## config.mk

```make
export PLATFORM = sky130hd
export DESIGN_NAME = vga_timing_gen
export DESIGN_NICKNAME = d
export VERILOG_FILES = /design/src/rtl/vga_timing_gen.sv
export SDC_FILE = /design/constraint.sdc
export NUM_CORES = 1
export LEC_CHECK = 0
export CORE_MARGIN = 4
export CORE_UTILIZATION = 61
export CTS_BUF_LIST = sky130_fd_sc_hd__clkbuf_4 sky130_fd_sc_hd__clkbuf_8
export DETAILED_ROUTE_END_ITERATION = 12
export PLACE_DENSITY = 0.81
export RECOVER_POWER = 25
export SKIP_LAST_GASP = 1
export SLEW_MARGIN = 20
export SYNTH_ARGS = -nofsm -noshare
export SYNTH_HDL_FRONTEND = slang
export SYNTH_SLANG_ARGS = --single-unit
```

## constraint.sdc

```tcl
create_clock -name px_clk -period 6.51 [get_ports px_clk]
set_input_delay 0.9765 -clock px_clk [delete_from_list [all_inputs] [get_ports px_clk]]
set_output_delay 0.9765 -clock px_clk [all_outputs]
set_load 0.01 [all_outputs]
```

## src/rtl/vga_timing_gen.sv

```systemverilog
// Runtime-programmable VGA/VESA timing generator: polarity-configurable syncs, data enable,
// pixel coordinates and line/frame strobes, with new timing applied only at frame boundaries.
module vga_timing_gen #(
   parameter int unsigned CW         = 12,
   parameter int unsigned FCW        = 8,
   parameter int unsigned DEF_H_ACT  = 640,
   parameter int unsigned DEF_H_FP   = 16,
   parameter int unsigned DEF_H_SYNC = 96,
   parameter int unsigned DEF_H_BP   = 48,
   parameter int unsigned DEF_V_ACT  = 480,
   parameter int unsigned DEF_V_FP   = 10,
   parameter int unsigned DEF_V_SYNC = 2,
   parameter int unsigned DEF_V_BP   = 33,
   parameter logic [1:0]  DEF_POL    = 2'b00
) (
   input  logic            px_clk,
   input  logic            reset_n,
   input  logic            cfg_valid,
   output logic            cfg_ready,
   input  logic [4*CW-1:0] cfg_h,
   input  logic [4*CW-1:0] cfg_v,
   input  logic [1:0]      cfg_pol,
   output logic            cfg_err,
   output logic            hsync,
   output logic            vsync,
   output logic            de,
   output logic [CW-1:0]   x_px,
   output logic [CW-1:0]   y_px,
   output logic            line_start,
   output logic            frame_start,
   output logic [FCW-1:0]  frame_cnt
);

   typedef struct packed {
      logic [CW-1:0] act;
      logic [CW-1:0] fp;
      logic [CW-1:0] sync;
      logic [CW-1:0] bp;
   } axis_t;

   typedef enum logic {
      ST_IDLE,
      ST_PENDING
   } cfg_state_t;

   localparam axis_t DEF_H = '{act: CW'(DEF_H_ACT), fp: CW'(DEF_H_FP),
                               sync: CW'(DEF_H_SYNC), bp: CW'(DEF_H_BP)};
   localparam axis_t DEF_V = '{act: CW'(DEF_V_ACT), fp: CW'(DEF_V_FP),
                               sync: CW'(DEF_V_SYNC), bp: CW'(DEF_V_BP)};

   // Totals are summed two bits wider so an oversized offer is detectable, not wrapped.
   function automatic logic axis_ok(input axis_t a);
      logic [CW+1:0] total;
      total = {2'b00, a.act} + {2'b00, a.fp} + {2'b00, a.sync} + {2'b00, a.bp};
      return (a.act != '0) && (a.fp != '0) && (a.sync != '0) && (a.bp != '0) &&
             (total[CW+1:CW] == 2'b00);
   endfunction

   cfg_state_t     state_q, state_d;

   axis_t          h_q, h_d, v_q, v_d;
   axis_t          sh_h_q, sh_h_d, sh_v_q, sh_v_d;
   logic [1:0]     pol_q, pol_d, sh_pol_q, sh_pol_d;
   logic [CW-1:0]  hc_q, hc_d, vc_q, vc_d;

   logic           hsync_q, hsync_d;
   logic           vsync_q, vsync_d;
   logic           de_q, de_d;
   logic [CW-1:0]  x_q, x_d, y_q, y_d;
   logic           ls_q, ls_d;
   logic           fs_q, fs_d;
   logic [FCW-1:0] fcnt_q, fcnt_d;
   logic           err_q, err_d;

   axis_t          cfg_h_s, cfg_v_s;
   logic           offer, cfg_ok, accept, reject, apply;
   logic [CW-1:0]  h_blank, v_blank, h_last, v_last, h_sync_end, v_sync_end;
   logic           h_wrap, v_wrap, frame_end;

   assign cfg_h_s = axis_t'(cfg_h);
   assign cfg_v_s = axis_t'(cfg_v);

   always_comb begin
      h_blank    = h_q.fp + h_q.sync + h_q.bp;
      v_blank    = v_q.fp + v_q.sync + v_q.bp;
      h_last     = h_blank + h_q.act - CW'(1);
      v_last     = v_blank + v_q.act - CW'(1);
      h_sync_end = h_q.fp + h_q.sync;
      v_sync_end = v_q.fp + v_q.sync;
      h_wrap     = (hc_q == h_last);
      v_wrap     = (vc_q == v_last);
      frame_end  = h_wrap && v_wrap;
   end

   always_comb begin
      cfg_ok = axis_ok(cfg_h_s) && axis_ok(cfg_v_s);
      offer  = cfg_valid && cfg_ready;
      accept = offer && cfg_ok;
      reject = offer && !cfg_ok;
      apply  = (state_q == ST_PENDING) && frame_end;
   end

   // Config FSM: state register
   always_ff @(posedge px_clk) begin
      if (!reset_n) state_q <= ST_IDLE;
      else          state_q <= state_d;
   end

   // Config FSM: next state
   always_comb begin
      state_d = state_q;
      case (state_q)
         ST_IDLE:    if (accept) state_d = ST_PENDING;
         ST_PENDING: if (apply)  state_d = ST_IDLE;
         default:    state_d = ST_IDLE;
      endcase
   end

   // Config FSM: outputs
   always_comb begin
      cfg_ready = (state_q == ST_IDLE);
   end

   // Accept only happens in IDLE and apply only in PENDING, so they never collide.
   always_comb begin
      sh_h_d   = sh_h_q;
      sh_v_d   = sh_v_q;
      sh_pol_d = sh_pol_q;
      h_d      = h_q;
      v_d      = v_q;
      pol_d    = pol_q;
      if (accept) begin
         sh_h_d   = cfg_h_s;
         sh_v_d   = cfg_v_s;
         sh_pol_d = cfg_pol;
      end
      if (apply) begin
         h_d   = sh_h_q;
         v_d   = sh_v_q;
         pol_d = sh_pol_q;
      end
   end

   always_comb begin
      hc_d = hc_q + CW'(1);
      vc_d = vc_q;
      if (h_wrap) begin
         hc_d = '0;
         vc_d = v_wrap ? '0 : vc_q + CW'(1);
      end
   end

   always_comb begin
      hsync_d = ((hc_q >= h_q.fp) && (hc_q < h_sync_end)) ? pol_q[0] : ~pol_q[0];
      vsync_d = ((vc_q >= v_q.fp) && (vc_q < v_sync_end)) ? pol_q[1] : ~pol_q[1];
      de_d    = (hc_q >= h_blank) && (vc_q >= v_blank);
      x_d     = de_d ? hc_q - h_blank : '0;
      y_d     = de_d ? vc_q - v_blank : '0;
      ls_d    = de_d && (hc_q == h_blank);
      fs_d    = ls_d && (vc_q == v_blank);
      fcnt_d  = fcnt_q + FCW'(fs_d);
      err_d   = reject;
   end

   always_ff @(posedge px_clk) begin
      if (!reset_n) begin
         h_q      <= DEF_H;
         v_q      <= DEF_V;
         pol_q    <= DEF_POL;
         sh_h_q   <= '0;
         sh_v_q   <= '0;
         sh_pol_q <= '0;
         hc_q     <= '0;
         vc_q     <= '0;
         hsync_q  <= ~DEF_POL[0];
         vsync_q  <= ~DEF_POL[1];
         de_q     <= 1'b0;
         x_q      <= '0;
         y_q      <= '0;
         ls_q     <= 1'b0;
         fs_q     <= 1'b0;
         fcnt_q   <= '0;
         err_q    <= 1'b0;
      end else begin
         h_q      <= h_d;
         v_q      <= v_d;
         pol_q    <= pol_d;
         sh_h_q   <= sh_h_d;
         sh_v_q   <= sh_v_d;
         sh_pol_q <= sh_pol_d;
         hc_q     <= hc_d;
         vc_q     <= vc_d;
         hsync_q  <= hsync_d;
         vsync_q  <= vsync_d;
         de_q     <= de_d;
         x_q      <= x_d;
         y_q      <= y_d;
         ls_q     <= ls_d;
         fs_q     <= fs_d;
         fcnt_q   <= fcnt_d;
         err_q    <= err_d;
      end
   end

   assign hsync       = hsync_q;
   assign vsync       = vsync_q;
   assign de          = de_q;
   assign x_px        = x_q;
   assign y_px        = y_q;
   assign line_start  = ls_q;
   assign frame_start = fs_q;
   assign frame_cnt   = fcnt_q;
   assign cfg_err     = err_q;

endmodule

```

==> impl_metrics.tcl <==
set metrics [dict create \
    ant_nets 0 \
    vias 13800 \
    worstMarginPinSlew_ps 1790 \
    syn-instance-count 1853 \
    ir_drop_mv 0.184 \
    ys_ff_latch 259 \
    final_common_cell "dfxtp_1" \
    regArea_um2 5180 \
    first_pass_iters 7 \
    cts_tree "done" \
    ioPinCount 140 \
    worst_path_max_delay_cell "or4_1" \
    critPathRequiredTime_ps 7000 \
    synth_ff_type "dfxtp_1" \
    drt-initial-drc-count 1048 \
    insertion_delay_ps 570 \
    arrival_ps 6700 \
    dp_cells 2274 \
    cts.clk_slew.worst_paths_ps 60 \
    yosys_warnings 0 \
    drv_slew 100 \
    p_total_uw 3800 \
    cts_buffers 45 \
    place_area_um2 18400 \
    clock_sinks 259 \
    grt_overflow 0 \
    dieArea_um2 30200 \
    cp-start-kind "register" \
    powerDensity_nw_per_um2 194 \
    cp_slowest_stage_delay_ps 420 \
    crit_top_cell "a21oi_1" \
    finClkSkew_ps 22.6 \
    drive_gt1_frac 0.0632 \
    hold_buffers 0 \
    layout_common_cells "dfxtp_1 (259), ha_1 (176), nand2_1 (132)" \
    hold_viol 0 \
    wl_per_cell_um 17.8 \
    leakage_uw 0.00886 \
    period_minus_slack_ps 6210 \
    yosysSeqAreaShare 0.309 \
    final_cell_area_um2 19600 \
    gp_congestion 0.997 \
    slew_headroom -0.191 \
    dp_hpwl_mm 31.2 \
    viasPerCell 5.84 \
    cts_htree_levels 2 \
    grt_max_degree 148 \
    grt_pass1_wl_mm 66.1 \
    drv_cap 1 \
    clockRootBuffer "clkbuf_8" \
    start_util 0.621 \
    rows 60 \
    final_core_util 0.726 \
    syn_area_per_cell_um2 9.06 \
    synth_area_um2 16800 \
    synth_nets 2184 \
    die_h_um 174 \
    remaining_drc_errors 0 \
    cp-end-kind "register" \
    dieWidth_um 174 \
    antenna_cells 0 \
    fp.coreArea_um2 27000 \
    setup_violations 0 \
    grt_pass1_vias 13100 \
    fin_cells 2366 \
    max_freq_ghz 0.161 \
    grt.total_usage 0.261 \
    synth-async-reset-ratio 0 \
    failed_checks "capacitance limit, slew limit" \
    hold_path_class "reg -> reg" \
    synth-edff-count 0 \
    drt-total-wl_mm 42.1 \
    syn_to_final_growth_pct 17.0 \
    multi_input_area_um2 10800 \
    cts_buffer_depth 3 \
    nFillCells 2040 \
    outcome "finished with violations" \
    ys_types 71 \
    antenna_found_initial 0 \
    critPathKind "reg -> reg" \
    path_max_fanout 43 \
    io_buffers 139 \
    period_share 0.954 \
    nets 2321 \
]
cell usage after synthesis, types with 7 or more instances:
cell | count | area, µm²
a211oi_1 | 14 | 105
a21o_1 | 36 | 270
a21oi_1 | 65 | 325
and2_1 | 15 | 93.8
and3_1 | 12 | 75.1
buf_1 | 10 | 37.5
buf_2 | 11 | 55.1
clkbuf_1 | 45 | 169
dfxtp_1 | 259 | 5180
fa_1 | 54 | 1080
ha_1 | 176 | 2200
inv_1 | 131 | 492
mux2i_1 | 110 | 1100
nand2_1 | 132 | 495
nand2b_1 | 22 | 138
nand3_1 | 111 | 556
nand4_1 | 11 | 68.8
nor2_1 | 73 | 274
nor2b_1 | 114 | 713
nor3_1 | 14 | 70.1
nor4_1 | 29 | 181
o2111ai_1 | 7 | 61.3
o211ai_1 | 20 | 150
o21a_1 | 20 | 150
o21ai_0 | 117 | 586
o21ai_1 | 16 | 80.1
o21bai_1 | 12 | 90.1
or3_1 | 7 | 43.8
xnor2_1 | 72 | 631
xor2_1 | 57 | 499
final timing paths:
| check | start | to | slack (ps) | cells past startpoint |
|---|---|---|---|---|
| worst min-delay path | h_q[40] | h_q[40] | 450 | 2 |
| worst max register to register | h_q[12] | v_q[38] | 300 | 30 |
| worst max-delay path | h_q[12] | v_q[38] | 300 | 30 |
| worst min register to register | h_q[40] | h_q[40] | 450 | 2 |
worst max-delay path, delay by kind of cell, from the launching register on:
family	cells	cell delay [ps]
compound gates	13	1970
simple gates	5	1120
fa+ha+maj	4	1250
flops	1	330
xor+xnor	4	790
buf+inv	4	680
layer usage:
metal  global-route usage  up-vias  share of wire
li1                     -     6729              -
met4               0.0630        0          0.018
met3               0.0345       56          0.061
met2                0.392      481           0.44
met1                0.400     6552           0.48
met5                    0        -              0
power by group:
| group | internal [µW] | leakage, µW | switching [µW] |
|---|---|---|---|
| Clock | 1050 | 0.000570 | 690 |
| Sequential | 1610 | 0.00209 | 24.8 |
| Combinational | 208 | 0.00620 | 213 |
state kept, by name, indices dropped and copies added, names as in the netlist, 2 cells and up:
register and flops:
h_q 48, sh_h_q 48, sh_v_q 48, v_q 48, hc_q 12, vc_q 12
x_px 12, y_px 12, frame_cnt 8, pol_q 2, sh_pol_q 2
area by class of cell:
cell class	instances	area share
clock buffer	67	0.0435
timing repair buffer	163	0.0827
tap	341	0.0217
inverter	131	0.0251
multi-input combinational	1390	0.551
clock inverter	15	0.0115
sequential	259	0.264
per-stage QoR:
step                TNS, ps  setup WS (ps)  hold WS (ps)
finish                    0            302           453
global route          -3070           -146           486
CTS                       0           68.2           455
detailed placement        0            110           449
global placement          0            323           439
floorplan                 0            878           428
cell families (layout without fill, tap and decap cells):
| family | after synthesis | count (layout) | synth area share |
|---|---|---|---|
| and+or+nand+nor | 561 | 561 | 0.172 |
| xor gates and xnor gates | 134 | 134 | 0.0737 |
| adders and majority gates | 235 | 235 | 0.199 |
| muxes | 112 | 112 | 0.0670 |
| DFF | 259 | 259 | 0.309 |
| AOI/OAI and AO/OA | 348 | 348 | 0.131 |
| buffers and inverters | 204 | 376 | 0.0488 |
what timing repair did:
item,in CTS,in global routing
setup buffers,0,6
setup endpoints to repair,0,116
gates resized for setup,0,12
No activity file was read; power rests on OpenSTA's default activity.
==> RTL edit, RTL diff (config.mk and constraints unchanged) <==
Take the reset off `vc_q` and load it in a clocked block of its own.
--- a/src/rtl/vga_timing_gen.sv
+++ b/src/rtl/vga_timing_gen.sv
@@ -172,5 +172,4 @@
          sh_pol_q <= '0;
          hc_q     <= '0;
-         vc_q     <= '0;
          hsync_q  <= ~DEF_POL[0];
          vsync_q  <= ~DEF_POL[1];
@@ -190,5 +189,4 @@
          sh_pol_q <= sh_pol_d;
          hc_q     <= hc_d;
-         vc_q     <= vc_d;
          hsync_q  <= hsync_d;
          vsync_q  <= vsync_d;
@@ -203,4 +201,8 @@
    end
 
+   always_ff @(posedge px_clk) begin
+      vc_q <= vc_d;
+   end
+
    assign hsync       = hsync_q;
    assign vsync       = vsync_q;
Check against the original RTL: same outputs for any inputs over 10 cycles, from zero or initial values and one cycle with reset_n low; that may be too few to reach the edited logic, so the function may still have changed.
==> RTL edit against the unedited design <==
The flow still finishes with violations (capacitance limit, slew limit). Sequential cell count unchanged. Power decreased by 2.9%. Synthesized cell count increased by 1.5%. Worst setup slack got worse by 95 ps. Area after synthesis increased by 2.9%. Wire length increased by 7.0%. Design area increased by 3.3%. Global-route usage increased by 1.8 points. Largest cell class unchanged.
==> RTL edit: results (changes against the unedited design) <==
Route
  – Vias: 14.1k (+2.0%)
  – Vias per cell: 5.80 (-0.61%)
  – Initial DRC Count: 1059 (+1.0%)

Placed design
  – RD Place Congestion: 0.964 (-3.3%)
  – Worst slack, placed: 32.7 ps (-77.1 ps)
  – Area after DPL: 0.0190 sq mm (+3.1%)

Floorplanning
  – Die footprint: 0.0311 sq mm (+2.8%)

Cells and area
  – FILL cells: 2081 (+2.0%)
  – Clock buf/inv share: 4.81% (-0.69 points)
  – Non-clock buffer share: 8.39% (+0.12 points)
  – Final Instance Area: 0.0203 sq mm (+3.3%)
  – Buffers excl. clock: 166 (+1.8%)
  – Clkbuf count: 65 (-3.0%)
  – Multi-input gate share of the layout cell area: 55.8% (+0.63 points)
  – Sequential share of cell area: 26.2% (-0.25 points)
  – Layout cells sized above 1: 6.87% (+0.55 points)
  – Seq cells: 259 (unchanged)

Timing
  – Min setup slack post-route: 207 ps (-94.6 ps)
  – Max-slew violation count: 101 (+1.0%)
  – Slew headroom: -6.80% (+12 points)
  – Clock Skews: 17.9 ps (-4.64 ps)

Worst setup path
  – Setup crit start: h_q[24]
  – Crit-path slowest cell: fa_1
  – Reg-to-Reg Start: h_q[24]
  – Crit path max fanout: 8 (-81%)
  – Reg-to-reg slack, setup: 210 ps (-90 ps)
  – Worst R2R End: v_q[2]

Logic synthesis
  – Post-synth top cells: dfxtp_1, nand2_1, mux2i_1
  – Post-synth EDFFs: 12 (+12)
  – Mapped Nets: 2212 (+1.3%)
  – Synth Instances: 1881 (+1.5%)
  – Dominant cells by area after synthesis: dfxtp_1, ha_1, mux2i_1, fa_1, nand2_1
  – Yosys cell types: 68 (-4.2%)

GRT
  – Largest net degree at the start of global routing: 156 (+5.4%)
  – Gr usage total: 27.9% (+1.8 points)
  – Global-route wire length before repair: 70.9 mm (+7.2%)

Run
  – Max-cap violations: 2 (+1)

Outcome
  – Status: complete, but fails checks
  – Failing checks: capacitance limit, slew limit

Pwr
  – VDD IR-drop max: 0.000165 V (-9.9%)
-- RTL edit: per-layer routing --
metal  share of wire (%)  global-route usage [%]  vias up
li1                    -                       -     6811
met1                  47                    40.9     6699
met3                 6.2                    4.07       88
met4                 2.4                    8.12        0
met2                  44                    43.1      501
met5                   0                       0        -
-- RTL edit: how the worst min path moves through the flow --
stage | startpoint | to | slack [ps] | cells past startpoint
detailed placement | v_q[37] | v_q[37] | 460 | 2
CTS | sh_v_q[10] | v_q[10] | 460 | 2
finish | sh_v_q[10] | v_q[10] | 460 | 2
global route | sh_v_q[34] | v_q[34] | 480 | 2
floorplan | h_q[36] | h_q[36] | 430 | 2
global placement | v_q[38] | v_q[38] | 450 | 2
-- RTL edit: power groups by stage --
| stage | clock network, mW | logic, mW | registers (mW) |
|---|---|---|---|
| after global routing | 1.72 | 0.471 | 1.65 |
| after CTS | 1.64 | 0.418 | 1.65 |
| after detailed placement | 0 | 0.415 | 1.68 |
| final | 1.62 | 0.420 | 1.65 |
| after global placement | 0 | 0.404 | 1.68 |
| after floorplan | 0 | 0.255 | 1.67 |
-- RTL edit: what timing repair did --
item                       in CTS  in global routing
gates cloned                    0                  5
buffers inserted                0                  4
pin swaps                       0                  5
resized for setup               4                 36
setup endpoints to repair      10                127
-- RTL edit: logic make-up (layout without fill, tap and decap cells) --
| kind of cell | Yosys count | after routing | synth area share (%) |
|---|---|---|---|
| AOI/OAI and AO/OA | 284 | 284 | 11.1 |
| xor gates and xnor gates | 130 | 130 | 6.59 |
| adders and majority gates | 231 | 231 | 19.1 |
| buffers and inverters | 209 | 378 | 4.94 |
| DFF | 259 | 259 | 30.7 |
| muxes | 188 | 188 | 10.9 |
| and+or+nand+nor | 580 | 581 | 16.7 |
